[src/rtl/npu_pkg.sv]
// npu_pkg: shared scheduler state, tag type and data-width default for the NPU layer blocks
package npu_pkg;
   localparam int DATA_WIDTH_DEF = 8;
   localparam int IDXW = 8;
   typedef enum logic [1:0] {IDLE, ISSUE, DRAIN, OUT} sched_state_t;
   typedef struct packed {
      logic v;
      logic [IDXW-1:0] idx;
   } pe_tag_t;
endpackage

[src/rtl/pe_tag_pipe.sv]
// pe_tag_pipe: fixed-depth shift register that tracks which neuron each Perceptron result belongs to
module pe_tag_pipe #(
   parameter int DEPTH = 4,
   parameter int W = 9
) (
   input  logic         clk,
   input  logic         rst,
   input  logic [W-1:0] din,
   output logic [W-1:0] dout
);
   logic [DEPTH-1:0][W-1:0] pipe_q, pipe_d;
   // shift every cycle, new tag enters at stage 0
   always_comb begin
      pipe_d[0] = din;
      for (int i = 1; i < DEPTH; i++) pipe_d[i] = pipe_q[i-1];
   end
   // reset drops every in-flight tag
   always_ff @(posedge clk or posedge rst)
      if (rst) pipe_q <= '0;
      else pipe_q <= pipe_d;
   assign dout = pipe_q[DEPTH-1];
endmodule

[src/rtl/perceptron_layer_sched.sv]
// perceptron_layer_sched: time-multiplexes one Perceptron over the M neurons of a dense layer
module perceptron_layer_sched import npu_pkg::*; #(
   parameter int N = 4,
   parameter int M = 4,
   parameter int DATA_WIDTH = DATA_WIDTH_DEF,
   parameter int PE_LAT = 3,
   localparam int ADDR_W = (M > 1) ? $clog2(M) : 1,
   localparam int CNT_W = $clog2(M + 1)
) (
   input  logic                    clk,
   input  logic                    rst,
   input  logic                    in_valid,
   output logic                    in_ready,
   input  logic [N*DATA_WIDTH-1:0] in_x,
   output logic                    wmem_rd_en,
   output logic [ADDR_W-1:0]       wmem_addr,
   input  logic [N*DATA_WIDTH-1:0] wmem_w,
   input  logic [DATA_WIDTH-1:0]   wmem_b,
   output logic [N*DATA_WIDTH-1:0] pe_x,
   output logic [N*DATA_WIDTH-1:0] pe_w,
   output logic [DATA_WIDTH-1:0]   pe_b,
   input  logic [DATA_WIDTH-1:0]   pe_y,
   output logic                    out_valid,
   input  logic                    out_ready,
   output logic [M*DATA_WIDTH-1:0] out_y,
   output logic                    busy
);
   sched_state_t state_q, state_d;
   logic [CNT_W-1:0] issue_q, issue_d, cap_q, cap_d;
   logic [N*DATA_WIDTH-1:0] x_q, x_d;
   logic [M*DATA_WIDTH-1:0] y_q, y_d;
   logic op_v_q, op_v_d;
   pe_tag_t tag_in, tag_out;

   pe_tag_pipe #(.DEPTH(1 + PE_LAT), .W($bits(pe_tag_t))) u_tag (
      .clk  (clk),
      .rst  (rst),
      .din  (tag_in),
      .dout (tag_out)
   );

   // next-state, counters, result capture and handshake outputs
   always_comb begin
      state_d = state_q;
      issue_d = issue_q;
      cap_d = cap_q;
      x_d = x_q;
      y_d = y_q;
      in_ready = state_q == IDLE;
      wmem_rd_en = state_q == ISSUE;
      out_valid = state_q == OUT;
      busy = state_q != IDLE;
      wmem_addr = ADDR_W'(issue_q);
      op_v_d = wmem_rd_en;
      tag_in = '{v: wmem_rd_en, idx: IDXW'(issue_q)};
      if (tag_out.v) begin
         for (int k = 0; k < M; k++)
            if (tag_out.idx == IDXW'(k)) y_d[k*DATA_WIDTH +: DATA_WIDTH] = pe_y;
         cap_d = cap_q + 1'b1;
      end
      case (state_q)
         IDLE: if (in_valid) begin
            x_d = in_x;
            cap_d = '0;
            issue_d = '0;
            state_d = ISSUE;
         end
         ISSUE: begin
            issue_d = issue_q + 1'b1;
            if (issue_q == CNT_W'(M - 1)) begin
               issue_d = '0;
               state_d = DRAIN;
            end
         end
         DRAIN: if (cap_d == CNT_W'(M)) state_d = OUT;
         OUT: if (out_ready) state_d = IDLE;
         default: state_d = IDLE;
      endcase
   end

   // state, counters, input vector and result registers
   always_ff @(posedge clk or posedge rst)
      if (rst) begin
         state_q <= IDLE;
         issue_q <= '0;
         cap_q <= '0;
         x_q <= '0;
         y_q <= '0;
         op_v_q <= 1'b0;
      end else begin
         state_q <= state_d;
         issue_q <= issue_d;
         cap_q <= cap_d;
         x_q <= x_d;
         y_q <= y_d;
         op_v_q <= op_v_d;
      end

   assign pe_x = op_v_q ? x_q : '0;
   assign pe_w = op_v_q ? wmem_w : '0;
   assign pe_b = op_v_q ? wmem_b : '0;
   assign out_y = y_q;
endmodule

[config.mk]
export PLATFORM = sky130hd
export DESIGN_NAME = perceptron_layer_sched
export DESIGN_NICKNAME = d
export VERILOG_FILES = /design/src/rtl/npu_pkg.sv /design/src/rtl/pe_tag_pipe.sv /design/src/rtl/perceptron_layer_sched.sv
export SDC_FILE = /design/constraint.sdc
export NUM_CORES = 1
export LEC_CHECK = 0
export BUFFER_PORTS_ARGS = -buffer_cell sky130_fd_sc_hd__buf_2
export CAP_MARGIN = 20
export CORE_MARGIN = 1.5
export CORE_UTILIZATION = 49
export CTS_BUF_LIST = sky130_fd_sc_hd__clkbuf_4 sky130_fd_sc_hd__clkbuf_8 sky130_fd_sc_hd__clkbuf_16
export CTS_CLUSTER_DIAMETER = 30
export DETAILED_ROUTE_END_ITERATION = 8
export PLACE_DENSITY = 0.85
export SYNTH_ARGS = -nofsm -noshare
export SYNTH_HDL_FRONTEND = slang
export SYNTH_SLANG_ARGS = --single-unit
[constraint.sdc]
create_clock -name clk -period 4.5 [get_ports clk]
set_input_delay 0 -clock clk [delete_from_list [all_inputs] [get_ports clk]]
set_output_delay 0 -clock clk [all_outputs]
set_load 0.005 [all_outputs]
==> flow_summary_export.csv <==
group,metric,value,unit
status,outcome,"finished clean",
cells_and_area,area_delta_synth_final,43.9,%
drt,drc,0,
timing,tightest_slew,0.994,ns
hold_path,whs_path_depth,3,
timing,rsz0062_at_grt,"no",
drt,vias,3046,
cells_and_area,final_area,5450,um^2
timing,fin_setup_tns,0,ns
cells_and_area,drive_gt1_frac,0.546,
pwr,peakVddDrop,0.332,mV
global_routing,grt.overflow.total,0,
cells_and_area,finalCoreUtilization,0.740,
pwr,leakage,0.00286,uW
synthesis,synth_top_family_by_area,"multiplexers",
hold_path,min_to,"state_q[0]$_DFFE_PP0P_",
synthesis,synth_warnings,0,
drt,viasPerCell,4.94,
floorplan,io_pins,194,
global_routing,grt_max_degree,89,
cts,insertion_delay,0.33,ns
synthesis,syn_area_per_cell,13.5,um^2
setup_path,arrival,2.31,ns
drt,ant_nets,0,
synthesis,synth_cell_type_count,28,
drt,routedWlPerCell,16.1,um
job,drv_cap,0,
drt,wl,9960,um
global_routing,grtUsageTotal,0.241,
floorplan,start_util,0.514,
synthesis,synth-simple-area-share,0.146,
cts,cts.sinks,88,
cts,cts_root_buf,"clkbuf_8",
drt,drt_iter0_drc,79,
setup_path,crit_path_start_kind,"flip-flop",
cts,clk_pin_slew,0.08,ns
cells_and_area,layout.nets,604,
timing,setup_viol,0,
floorplan,core_area,7370,um^2
timing,clock_skew,0.00907,ns
hold_path,min_path_type,"in -> reg",
global_routing,grt_pass1_vias,3088,
floorplan,dieHeight,90.9,um
global_routing,antenna_found_initial,0,
floorplan,die_x,90.9,um
cts,cts_buffers,9,
placement,port_buffers,193,
timing,period_share,0.464,
timing,slew_violations,0,
synthesis,synth-adder-area-share,0.0198,
timing,slew_headroom,0.328,
cts,cts_resized,0,
setup_path,crit_path_end_kind,"flip-flop",
floorplan,placementRows,31,
synthesis,ys_seq_area_frac,0.581,
synthesis,synth_xor_area_frac,0.00693,
cells_and_area,layout_commonest_cell,"buf_2",
cts,cts_setup_buffers,0,
setup_path,path_max_fanout,33,
floorplan,dieArea,8270,um^2
cells_and_area,antenna_cells,0,
timing,max_freq,478,MHz
synthesis,netlist_area,3790,um^2
drt,drt_first_pass_iters,4,
cts,cts_buffer_depth,2,
cells_and_area,final_cell_mix,"buf_2, dfrtp_1, and2_1, mux2_2, dlygate4sd3_1",
synthesis,synth_compound_area_frac,0.0198,
setup_path,worstSetupPathType,"reg -> reg",
timing,fin_crit,2.09,ns
setup_path,worstReg2RegStart,"state_q[0]$_DFFE_PP0P_",
global_routing,grt_pass1_wl,15500,um
cts,cts.htree.levels,3,
setup_path,rrSetupSlack,2.41,ns
pwr,power_per_cell_area,583,nW/um^2
synthesis,syn_inst,280,
setup_path,cp.required,4.72,ns
setup_path,ff2ff_path_depth,7,
setup_path,r2r-end,"issue_q[0]$_DFFE_PP0P_",
placement,post_dp_cell_area,4830,um^2
hold_path,min_from,"out_ready",
cts,cts_tree,"done",
placement,gp_congestion,0.758,
timing,worst_hold_slack,0.232,ns
cells_and_area,fill_cells,474,
timing,hold_viol,0,
synthesis,muxShareOfSynthArea,0.199,
synthesis,synth-seq-cells,88,
synthesis,synth_nets,370,
[synth_stat cells]
master,n,share of area
a21oi_1,3,0.0040
a31oi_2,1,0.0033
dfrtp_1,88,0.58
mux2i_1,1,0.0026
or4b_4,1,0.0036
buf_4,2,0.0040
buf_6,1,0.0030
nor4b_4,1,0.0063
inv_1,6,0.0059
mux2_1,1,0.0030
a22o_1,1,0.0023
nand2_1,3,0.0030
nor2b_1,1,0.0017
o221ai_1,1,0.0023
a21boi_0,2,0.0040
nor4bb_1,2,0.0053
nor3_1,1,0.0013
buf_2,5,0.0066
ha_1,6,0.020
and2_1,72,0.12
mux2_2,65,0.19
nand2b_1,1,0.0017
xnor2_1,1,0.0023
nand4b_1,2,0.0046
xor2_1,2,0.0046
clkbuf_1,8,0.0079
o32a_1,1,0.0026
o21ai_0,1,0.0013
[what timing repair did]
item | CTS | global route
endpoints found under the setup margin | 0 | 0
hold buffers | 41 | 1
hold endpoints to repair | 67 | 33
[cell type report]
type | instances | area (um^2) | share of cell area
Clock buffer | 10 | 138 | 0.0252
Tap cell | 99 | 124 | 0.0227
Sequential cell | 88 | 2200 | 0.404
Timing Repair Buffer | 239 | 1440 | 0.263
Multi-Input combinational cell | 170 | 1500 | 0.274
Clock inverter | 5 | 33.8 | 0.00619
Inverter | 6 | 23.8 | 0.00436
[layer usage]
| metal | track usage | part of all wire | up-vias |
|---|---|---|---|
| met3 | 0.0595 | 0.059 | 20 |
| met4 | 0.0846 | 0.024 | 0 |
| li1 | - | - | 1401 |
| met2 | 0.401 | 0.51 | 122 |
| met1 | 0.306 | 0.41 | 1503 |
| met5 | 0 | 0 | - |
[flip-flops by register name, summed over array words and instances (netlist names)]
name	flops
out_y	32
x_q	32
u_tag.pipe_d	12
u_tag.dout	4
cap_q	3
issue_q	3
state_q	2
[through the flow]
stage | cells | total power (uW) | worst slack [ns]
6_report | 617 | 3180 | 2.41
5_1_grt | 617 | 3410 | 2.23
4_1_cts | 615 | 3180 | 2.38
3_5_place_dp | 559 | 2670 | 2.41
3_3_place_gp | 559 | 2590 | 2.53
2_1_floorplan | 280 | 2120 | 2.22
[power breakdown]
group	internal [uW]	switching, uW
Combinational	768	554
Sequential	1150	233
Clock	212	264
Total	2130	1050
[how the worst max path moves through the flow]
| stage | startpoint | end | slack [ns] |
|---|---|---|---|
| finish | state_q[0]$_DFFE_PP0P_ | issue_q[0]$_DFFE_PP0P_ | 2.41 |
| detailed placement | state_q[0]$_DFFE_PP0P_ | issue_q[0]$_DFFE_PP0P_ | 2.41 |
| floorplan | rst | cap_q[0]$_DFF_PP0_ | 2.22 |
| CTS | state_q[0]$_DFFE_PP0P_ | issue_q[0]$_DFFE_PP0P_ | 2.38 |
| global route | state_q[0]$_DFFE_PP0P_ | issue_q[0]$_DFFE_PP0P_ | 2.23 |
| global placement | state_q[0]$_DFFE_PP0P_ | issue_q[0]$_DFFE_PP0P_ | 2.53 |
[worst max-delay path, cell delays in order (launching register included)]
cell	delay (ns)
dfrtp_1	0.41
inv_1	0.08
ha_1	0.30
nand2_1	0.10
buf_4	0.37
a21boi_0	0.34
nor3_1	0.10
mux2_2	0.27
[kinds of logic after synthesis]
family,count (synthesis)
flip-flops,88
AND/OR/NAND/NOR,84
multiplexers,67
buffers and inverters,22
AO/OA/AOI/OAI,10
adder cells (fa/ha/maj),6
XOR/XNOR,3
(Power assumes the default switching activity.)
